--- src/rtl/multi_cycle_control_unit.sv ---
// ---------------------------------------------------------------------------
// multi_cycle_control_unit
//
// Moore-style control FSM for a multi-cycle MIPS-like datapath. It walks each
// instruction through fetch, decode and the opcode-specific execute/memory/
// writeback steps, drives the datapath select and enable lines, and keeps a
// running count of retired instructions.
//
// Ports
//   clk          in   1   rising-edge clock
//   reset        in   1   synchronous, active-high reset
//   opcode       in   6   instruction bits [31:26]
//   funct        in   6   instruction bits [5:0]
//   zero         in   1   ALU result == 0 (only used for PCWrite in BRANCH)
//   RegDst .. RegWrite out 1 each  datapath control lines
//   ALUControl   out  3   010 add, 110 sub, 000 and, 001 or, 111 slt
//   ALUSrcB      out  2   00 B reg, 01 constant 4, 10 SignImm, 11 zero
//   state_o      out  4   current state code (debug)
//   retire_o     out  1   one-cycle pulse in the final state of an instruction
//   instr_count  out 16   retired-instruction counter, wraps at 0xFFFF
// ---------------------------------------------------------------------------
module multi_cycle_control_unit (
  input  logic        clk,
  input  logic        reset,
  input  logic [5:0]  opcode,
  input  logic [5:0]  funct,
  input  logic        zero,
  output logic        RegDst,
  output logic        ALUSrcA,
  output logic        PCSrc,
  output logic        PCWrite,
  output logic        MemWrite,
  output logic        IorD,
  output logic        IRWrite,
  output logic        MomtoReg,
  output logic        RegWrite,
  output logic [2:0]  ALUControl,
  output logic [1:0]  ALUSrcB,
  output logic [3:0]  state_o,
  output logic        retire_o,
  output logic [15:0] instr_count
);

  localparam logic [3:0] FETCH    = 4'd0;
  localparam logic [3:0] DECODE   = 4'd1;
  localparam logic [3:0] MEMADR   = 4'd2;
  localparam logic [3:0] MEMREAD  = 4'd3;
  localparam logic [3:0] MEMWB    = 4'd4;
  localparam logic [3:0] MEMWRITE = 4'd5;
  localparam logic [3:0] EXECUTE  = 4'd6;
  localparam logic [3:0] ALUWB    = 4'd7;
  localparam logic [3:0] BRANCH   = 4'd8;
  localparam logic [3:0] ADDIEXEC = 4'd9;
  localparam logic [3:0] ADDIWB   = 4'd10;

  localparam logic [5:0] OP_RTYPE = 6'b000000;
  localparam logic [5:0] OP_LW    = 6'b100011;
  localparam logic [5:0] OP_SW    = 6'b101011;
  localparam logic [5:0] OP_BEQ   = 6'b000100;
  localparam logic [5:0] OP_ADDI  = 6'b001000;

  localparam logic [5:0] FN_ADD = 6'b100000;
  localparam logic [5:0] FN_SUB = 6'b100010;
  localparam logic [5:0] FN_AND = 6'b100100;
  localparam logic [5:0] FN_OR  = 6'b100101;
  localparam logic [5:0] FN_SLT = 6'b101010;

  localparam logic [2:0] ALU_ADD = 3'b010;
  localparam logic [2:0] ALU_SUB = 3'b110;
  localparam logic [2:0] ALU_AND = 3'b000;
  localparam logic [2:0] ALU_OR  = 3'b001;
  localparam logic [2:0] ALU_SLT = 3'b111;

  logic [3:0] state;
  logic [3:0] next_state;
  logic       funct_ok;
  logic [2:0] funct_alu;

  // R-type funct decode; unsupported functs fall back to add and are
  // aborted in EXECUTE without a writeback.
  always_comb begin
    funct_ok  = 1'b1;
    funct_alu = ALU_ADD;
    case (funct)
      FN_ADD:  funct_alu = ALU_ADD;
      FN_SUB:  funct_alu = ALU_SUB;
      FN_AND:  funct_alu = ALU_AND;
      FN_OR:   funct_alu = ALU_OR;
      FN_SLT:  funct_alu = ALU_SLT;
      default: funct_ok  = 1'b0;
    endcase
  end

  // Next-state logic; opcode/funct come from the instruction register so they
  // are stable from DECODE onward. Unused codes 11-15 recover to FETCH.
  always_comb begin
    next_state = FETCH;
    case (state)
      FETCH: next_state = DECODE;
      DECODE: begin
        case (opcode)
          OP_LW, OP_SW: next_state = MEMADR;
          OP_RTYPE:     next_state = EXECUTE;
          OP_BEQ:       next_state = BRANCH;
          OP_ADDI:      next_state = ADDIEXEC;
          default:      next_state = FETCH;
        endcase
      end
      MEMADR:   next_state = (opcode == OP_SW) ? MEMWRITE : MEMREAD;
      MEMREAD:  next_state = MEMWB;
      EXECUTE:  next_state = funct_ok ? ALUWB : FETCH;
      ADDIEXEC: next_state = ADDIWB;
      default:  next_state = FETCH;
    endcase
  end

  // State register and retirement counter; reset overrides any instruction
  // in flight.
  always_ff @(posedge clk) begin
    if (reset) begin
      state       <= FETCH;
      instr_count <= 16'd0;
    end else begin
      state <= next_state;
      if (retire_o) begin
        instr_count <= instr_count + 16'd1;
      end
    end
  end

  // Output decode from state only, except PCWrite in BRANCH which follows
  // zero. While reset is high the state-changing enables are suppressed but
  // the select lines still reflect the current state.
  always_comb begin
    RegDst     = 1'b0;
    ALUSrcA    = 1'b0;
    PCSrc      = 1'b0;
    PCWrite    = 1'b0;
    MemWrite   = 1'b0;
    IorD       = 1'b0;
    IRWrite    = 1'b0;
    MomtoReg   = 1'b0;
    RegWrite   = 1'b0;
    ALUControl = ALU_ADD;
    ALUSrcB    = 2'b00;
    retire_o   = 1'b0;
    case (state)
      FETCH: begin
        ALUSrcB = 2'b01;
        IRWrite = 1'b1;
        PCWrite = 1'b1;
      end
      DECODE: ALUSrcB = 2'b10;
      MEMADR, ADDIEXEC: begin
        ALUSrcA = 1'b1;
        ALUSrcB = 2'b10;
      end
      MEMREAD: IorD = 1'b1;
      MEMWRITE: begin
        IorD     = 1'b1;
        MemWrite = 1'b1;
        retire_o = 1'b1;
      end
      MEMWB: begin
        MomtoReg = 1'b1;
        RegWrite = 1'b1;
        retire_o = 1'b1;
      end
      ADDIWB: begin
        RegWrite = 1'b1;
        retire_o = 1'b1;
      end
      EXECUTE: begin
        ALUSrcA    = 1'b1;
        ALUControl = funct_alu;
      end
      ALUWB: begin
        RegDst   = 1'b1;
        RegWrite = 1'b1;
        retire_o = 1'b1;
      end
      BRANCH: begin
        ALUSrcA    = 1'b1;
        ALUControl = ALU_SUB;
        PCSrc      = 1'b1;
        PCWrite    = zero;
        retire_o   = 1'b1;
      end
      default: ;
    endcase
    if (reset) begin
      PCWrite  = 1'b0;
      IRWrite  = 1'b0;
      MemWrite = 1'b0;
      RegWrite = 1'b0;
      retire_o = 1'b0;
    end
  end

  assign state_o = state;

endmodule

--- config.mk ---
export PLATFORM = sky130hd
export DESIGN_NAME = multi_cycle_control_unit
export DESIGN_NICKNAME = d
export VERILOG_FILES = /design/src/rtl/multi_cycle_control_unit.sv
export SDC_FILE = /design/constraint.sdc
export NUM_CORES = 1
export LEC_CHECK = 0
export ABC_AREA = 1
export CAP_MARGIN = 20
export CORE_UTILIZATION = 40
export DETAILED_ROUTE_END_ITERATION = 10
export PLACE_DENSITY = 0.75
export SYNTH_ARGS = -nofsm -noshare
export SYNTH_HDL_FRONTEND = slang
export SYNTH_SLANG_ARGS = --single-unit
--- constraint.sdc ---
create_clock -name clk -period 1.25 [get_ports clk]
set_input_delay 0.25 -clock clk [delete_from_list [all_inputs] [get_ports clk]]
set_output_delay 0.25 -clock clk [all_outputs]
set_load 0.01 [all_outputs]
* Word-level counts from Yosys, hierarchy flattened
Cells that the tools add are included.
** Word-level totals
- Register bits :: 20
- Input port bits :: 15
- Output and inout port bits :: 35
- Logic and storage cells :: 54
** Operators by class
- Add/subtract/negate cells :: 1
- Equality and inequality tests :: 19
- Multiplexer cells :: 23
- Reductions and logical operators :: 9
** Operators by type and width (number)
- 6-bit equality test (second input constant) :: 7
- 4-bit one-hot mux with 6 select lines :: 1
- 16-bit by 1-bit adder with 16-bit output (second input constant) :: 1
- 4-bit by 3-bit equality test with 1-bit output (second input constant) :: 4
- 4-bit one-hot mux with 4 select lines :: 1
- 1-bit two-way mux :: 15
- 4-bit equality test (second input constant) :: 3
- 3-bit one-hot mux with 4 select lines :: 1
- 5-bit OR reduction :: 2
- 4-bit by 2-bit equality test with 1-bit output (second input constant) :: 2
- 6-bit by 3-bit equality test with 1-bit output (second input constant) :: 1
- 6-bit by 4-bit equality test with 1-bit output (second input constant) :: 1
- 6-bit zero test :: 1
- 3-bit two-way mux :: 2
- 3-bit one-hot mux with 2 select lines :: 1
- 3-bit OR reduction :: 2
- 4-bit by 1-bit equality test with 1-bit output (second input constant) :: 1
- 4-bit zero test :: 1
- 2-bit one-hot mux with 2 select lines :: 1
- 2-bit OR reduction :: 2
- 4-bit OR reduction :: 1
- 1-bit one-hot mux with 2 select lines :: 1

* Logic depth before layout (Yosys ltp)
Gate-level depths: netlist of the first run.
- Depth after elaboration :: 5
- Gate-level depth with buffers :: 11
- Depth with buffers taken out :: 10

* Worst setup path after synthesis of the first run
OpenSTA, ideal clock, no wires.
- Path kind :: flip-flop to output port
- Start point :: register state[0], in the netlist state_o[0]
- End point :: output port ALUControl[0]
- Arrival :: 1153 ps
- Data required time :: 1000 ps
- Path slack :: -153 ps
- Cell stages (with the launch flop) :: 7
- Path buffers :: 1
- Cell sequence :: dfxtp_1 buf_6 inv_2 nand2_2 nor2_2 nand4_1 o21ai_1
** Between the ends
- Longest elaborated chain between the ends :: 2
- Elaborated cells between the ends (all ways) :: 3
- Those cells by class :: eq/ne (2); mux (1)
** RTL lines
- start, declared :: RTL line 74 : logic [3:0] state;
- start signal, assigned :: RTL line 124 : state <= next_state;
- 4-bit equality test / 4-bit by 3-bit equality test with 1-bit output (equally long branches) :: RTL line 147 : case (state)
- 3-bit one-hot mux with 2 select lines * :: RTL line 147
- end, declared :: RTL line 37 : output logic [2:0] ALUControl,
Every way passes the cells marked *; elsewhere a longest branch is shown, timed or not.

* Worst setup path after layout of the first run
- Start point :: register state[0], in the netlist state_o[0]
- End point :: output port IRWrite
** Between the ends
- Longest elaborated chain between the ends :: 3
** RTL lines
- 4-bit zero test :: RTL line 147
- 1-bit two-way mux :: RTL line 147
- 1-bit two-way mux :: RTL line 191 : if (reset) begin
- end, declared :: RTL line 34 : output logic IRWrite,
Every way passes these cells.

==> metrics.txt, run 1 <==
CTS tree built; Overflow after GRT 0; status complete, but fails checks; class of the tightest hold or removal check flip-flop to flip-flop; global placer's final weighted congestion 0.8727; Total Power Consumption 1.328 mW; number of failing hold endpoints at the final stage 0; Buf+Inv Stages, Crit Path 4; leakage power figure 1.239 nW; Setup TNS Final -8.443 ns; CTS sink count 20; Routed Antenna Nets 0; via count of the first global-routing pass around 1.7k; remaining design rule violation count 0; setup slack of the most critical reg-to-reg path -0.30 ns; Hold Path End instr_count[7]; relative area change from synthesis to final layout 89.32%; critical path required time 1.00 ns; vertical die dimension 61.53 um; violations in the final reports negative setup slack; Worst path top cell family by delay buffers and inverters; total iterations of the first detailed-routing run 4; capture point of the worst reg-to-reg path instr_count[13]; instance count of the mapped netlist 243; share of the clock period used by the worst path 140.2%; Starting Density 42.15%; finished layout cell area 2684 um2; type of origin of the critical path flip-flop; Post-Synthesis Cell Area 1418 um2; Power Dens Cells 494.7 nW/um2; overall die area 3786 um2; clk buf depth 2; top-level port count 50; setup repair after global routing missed its margin yes; Fmax 570.6 MHz; worst hold margin 0.4889 ns; worst IR drop on VDD 0.6810 mV; synth unique cells 25; HPWL reported at the end of detailed placement 3528 um; cell at the root of the clock tree clkbuf_4; commonest non-fill, non-tap cell in the layout nand2_1; critical path arrival 1.50 ns; number of synthesized flops with an enable pin 0; CORE AREA between 3000 and 4000 um2; routed wire length per instance 14.15 um; sequence of cells on the critical path buf_6, nor2_4, inv_4, nor2_4, inv_2, nor2_1, buf_2; largest area contributor in the synthesized netlist dfxtp_1; clock latency of the later-clocked register in the worst-skew pair 0.32 ns; number of warnings reported in the yosys synthesis log 0; actual transition at the worst max-transition pin 0.2460 ns; Synth area leaders dfxtp_1 28%, nand2_1 17%, nor2_1 12%; crit-path most repeated cell nor2_4; final WL 5715 um; total of buffers placed on input and output ports 49; Die Wd 61.53 um; maximum number of pins on one net before global-route repair 12; sequential cell area fraction in the yosys report between 20% and 30%; utilization of the core after routing 79.80%; total track usage between 20% and 30%; FFs w/ async S/R, synth 0%; classification of the worst setup path flip-flop to output pin; first-pass GRT wire length 7403 um; Max-Slew Margin vs Limit 83.51%; Worst path max stage delay 0.39 ns; count of state elements after synthesis 20; WHS Path Cells 2; routed vias 2088; Clock Pin Slew Worst Setup and Hold Paths about 0.13 ns; site row count 21; syn_nets roughly 260; number of H-tree levels 1; n_diodes 0; number of buffers created by CTS 3; hold buffer count at cts 0; final worst path period need 1.753 ns; min setup slack post-route -0.5026 ns; reported max-cap violation count 0; initial antenna violation count 0; Starting DRT DRC Count 110; maximum fanout along the worst path 4; Top FF cell, synth dfxtp_1; average cell area after synthesis 5.834 um2; share of final-layout standard cells stronger than drive strength 1 a little under half; final setup violation count 36; ratio of routed vias to standard cells 5.168; hold path start instr_count[7]; Filler cells 260; placed instance area around 2300 um2; Worst Clk Skew 0.01660 ns; share of the synthesized area in the top cell type around 28%; critical path capture point type output pin; R2R cell count 12; leading cell types in the layout, fill and taps excluded 56 x nand2_1, 54 x buf_4, 30 x nor2_1, 23 x inv_1, 21 x buf_6; Critical R2R Launch state_o[3]; final-report max-slew violation count 0; NumNets Final between 300 and 400; library cell contributing the largest single delay on the critical path dfxtp_4
## cell families after synthesis
family | after synthesis | share of synthesized area [%]
xor gates and xnor gates | 1 | 0.6179
adders and majority gates | 1 | 0.8825
DFF | 20 | 28.24
AOI/OAI and AO/OA | 27 | 9.974
and+or+nand+nor | 155 | 48.81
buffers and inverters | 39 | 11.47
## final cells by class
type                            count  area, um2  area share, %
Clock buffer                        4      36.28          1.352
Inverter                           35      143.9          5.361
Multi-Input combinational cell    184       1028          38.32
Sequential cell                    20      440.4          16.41
Tap cell                           46      57.56          2.145
Timing Repair Buffer              115      977.2          36.41
## routing by layer
layer / share of wire [%] / up-vias / GRT usage, %
met2: 53 / 65 / 46.85
met5: 0 / - / 0
met4: 2.9 / 0 / 9.524
li1: - / 1004 / -
met1: 40 / 997 / 31.05
met3: 3.5 / 22 / 5.882
## tightest hold or removal path, cell delays in order (launching register included)
cell	delay, ns
dfxtp_2	0.36
inv_1	0.06
a21oi_1	0.05
## metrics by stage
| stage | instances | setup WS (ns) |
|---|---|---|
| 3_5_place_dp | 381 | -1.026 |
| 4_1_cts | 394 | -0.4659 |
| 6_report | 404 | -0.5026 |
| 5_1_grt | 404 | -0.5706 |
| 2_1_floorplan | 243 | -0.1134 |
| 3_3_place_gp | 381 | -0.9605 |
## worst max path at each step
| stage | startpoint | slack [ns] | cells after the start | end |
|---|---|---|---|---|
| 2_1_floorplan | state_o[0] | -0.11 | 6 | ALUControl[0] |
| 3_3_place_gp | funct[5] | -0.96 | 8 | ALUControl[0] |
| 3_5_place_dp | funct[5] | -1.03 | 8 | ALUControl[0] |
| 4_1_cts | state_o[0] | -0.47 | 7 | ALUControl[0] |
| 5_1_grt | state_o[0] | -0.57 | 7 | ALUControl[0] |
| 6_report | state_o[0] | -0.50 | 7 | IRWrite |
## sequential cells by signal (all words and copies together) (netlist names)
register	cells
instr_count	16
state_o	4
## cell usage after synthesis, types with 3 or more instances
cell,instances
nand3_1,18
nor2_2,6
nand2_1,63
nand2_2,4
nor2_1,45
dfxtp_1,20
nand4_1,10
o21ai_0,6
a21oi_1,17
nor3_1,3
inv_1,33
## report_power, final
part	internal (mW)	switching, mW	total, mW
sequential	0.628	0.00817	0.636
combinational	0.151	0.145	0.295
clock	0.178	0.218	0.396
## what timing repair did
item	4_1_cts	5_1_grt
gates resized for setup	149	55
pin swaps	16	14
setup endpoints to repair	49	51
endpoints found under the hold margin	0	0
setup buffers	9	11
Power figures use the tool's default switching activity.
==> inputs of run 2 (changes only) <==
--- a/config.mk
+++ b/config.mk
@@ -8,7 +8,9 @@
 export ABC_AREA = 1
 export CAP_MARGIN = 20
+export CORE_MARGIN = 2
 export CORE_UTILIZATION = 40
 export DETAILED_ROUTE_END_ITERATION = 10
 export PLACE_DENSITY = 0.75
+export SETUP_SLACK_MARGIN = 0.5
 export SYNTH_ARGS = -nofsm -noshare
 export SYNTH_HDL_FRONTEND = slang
==> constraint.sdc (replaced) <==
create_clock -name clk -period 1.25 [get_ports clk]
set_input_delay 0.125 -clock clk [delete_from_list [all_inputs] [get_ports clk]]
set_output_delay 0.125 -clock clk [all_outputs]
set_load 0.01 [all_outputs]
==> metrics.txt, run 2 (same netlist as run 1, synthesis figures left out) <==
Die Wd 63.53 um; total track usage 28.02%; register name with the most flops instr_count; Max-Slew Margin vs Limit 74.60%; clock latency of the later-clocked register in the worst-skew pair 0.33 ns; R2R cell count 12; routed vias around 2.4k; first-pass GRT wire length between 9000 and 10000 um; classification of the worst setup path flip-flop to output pin; Starting DRT DRC Count 291; total of buffers placed on input and output ports approximately 50; final setup violation count 33; type of origin of the critical path flip-flop; end point of the critical path ALUControl[0]; critical path required time 1.12 ns; site row count 21; critical path capture point type output pin; Overflow after GRT 0; actual transition at the worst max-transition pin 0.3796 ns; Largest register FFs 16; leakage power figure 1.398 nW; share of final-layout standard cells stronger than drive strength 1 63.09%; maximum fanout along the worst path 4; min setup slack post-route -0.3783 ns; reported max-cap violation count 0; cell at the root of the clock tree clkbuf_4; class of the tightest hold or removal check input pin to flip-flop; routed wire length per instance 20.01 um; via count of the first global-routing pass 2015; worst setup path startpoint state_o[0]; setup slack of the most critical reg-to-reg path -0.31 ns; final WL 8186 um; Clock Pin Slew Worst Setup and Hold Paths 0.14 ns; Worst Clk Skew roughly 0.024 ns; number of buffers created by CTS 3; leading cell types in the layout, fill and taps excluded 50 x buf_6, 44 x buf_4, 43 x nand2_1, 25 x inv_1, 21 x nor2_1; finished layout cell area 3152 um2; Fmax 614.2 MHz; Total Power Consumption 1.517 mW; hold buffer count at cts 0; clk buf depth 2; share of the clock period used by the worst path 130.3%; number of H-tree levels 1; placed instance area 2362 um2; remaining design rule violation count 0; number of failing hold endpoints at the final stage 0; commonest non-fill, non-tap cell in the layout buf_6; overall die area 4036 um2; NumNets Final 380; top-level port count 50; initial antenna violation count 0; hold path start funct[2]; CTS tree built; critical path arrival ~1.5 ns; n_diodes 0; Starting Density 42.15%; total iterations of the first detailed-routing run 6; final-report max-slew violation count 0; global placer's final weighted congestion approximately 0.87; Power Dens Cells 481.5 nW/um2; ratio of routed vias to standard cells 5.760; Critical R2R Launch state_o[0]; maximum number of pins on one net before global-route repair 13; capture point of the worst reg-to-reg path instr_count[5]; CTS sink count 20; final worst path period need between 1.5 and 2 ns; worst IR drop on VDD approximately 0.5 mV; CORE AREA ~3400 um2; setup repair after global routing missed its margin yes; relative area change from synthesis to final layout 122.3%; vertical die dimension 63.53 um; HPWL reported at the end of detailed placement ~3500 um; status complete, but fails checks; Routed Antenna Nets 0; violations in the final reports negative setup slack
## run 2: changes by cell type in the layout (fill, tap and decap cells not counted), moves of 10 or more
cell	previous run	this run
a21oi_1	16	5
a21oi_2	2	12
buf_4	54	44
buf_6	21	50
clkdlybuf4s15_1	11	1
dfxtp_4	7	18
nand2_1	56	43
nand2_4	3	13
## run 2: worst min-delay path by stage
stage	slack [ns]	end	cells after the start
global route	0.50	state_o[0]	5
CTS	0.41	state_o[0]	6
finish	0.51	state_o[0]	5
floorplan	0.37	instr_count[15]	2
detailed placement	0.46	instr_count[7]	2
global placement	0.46	instr_count[7]	2
## run 2: power breakdown
part | switching (mW) | internal, mW
combinational | 0.175 | 0.167
sequential | 0.00987 | 0.605
clock | 0.236 | 0.325
total | 0.421 | 1.10
## run 2: repair_timing
| item | in CTS | in global routing |
|---|---|---|
| gates cloned | 1 | 0 |
| setup buffers | 23 | 10 |
| setup endpoints to repair | 55 | 55 |
| gates resized for setup | 252 | 60 |
| pin swaps | 15 | 14 |
## run 2: worst max-delay path, stage by stage, from the launching register on
cell and delay (ns):
dfxtp_4 0.41, inv_4 0.08, nand2_4 0.07, nor2_4 0.13, nand4_1 0.17, o21ai_2 0.16
buf_2 0.15
## run 2: layer usage
metal | routed length [um] | vias to the layer above | global-route usage [%]
met5 | 0 | - | 0
met4 | 535 | 0 | 8.152
met3 | 541 | 56 | 2.679
met2 | 4175 | 158 | 55.53
met1 | 2932 | 1122 | 30.86
li1 | - | 1020 | -
## run 2: cell type report
cell class,instances,area (um2)
multi-input combinational,184,1282
timing repair buffer,120,1142
sequential,20,470.5
fill,120,211.5
inverter,35,146.4
tap,46,57.56
clock inverter,1,30.03
clock buffer,3,22.52
## run 2: through the flow
step | setup TNS, ns | std cells | worst slack (ns) | hold WS [ns] | util, %
6_report | -7.666 | 409 | -0.3783 | 0.5085 | 93.71
2_1_floorplan | 0 | 243 | 0.03534 | 0.3721 | -
4_1_cts | -3.337 | 399 | -0.2732 | 0.4086 | 84.41
5_1_grt | -8.982 | 409 | -0.4325 | 0.5028 | 93.71
3_5_place_dp | -6.160 | 371 | -0.7660 | 0.4616 | 70.24
3_3_place_gp | -5.733 | 371 | -0.7142 | 0.4596 | 70.24
==> inputs of run 3 (changes only) <==
HOLD_SLACK_MARGIN = 0.12   (was unset)
==> results of run 3 <==
No change in the layout: final DEF, timing and power equal those of run 2.
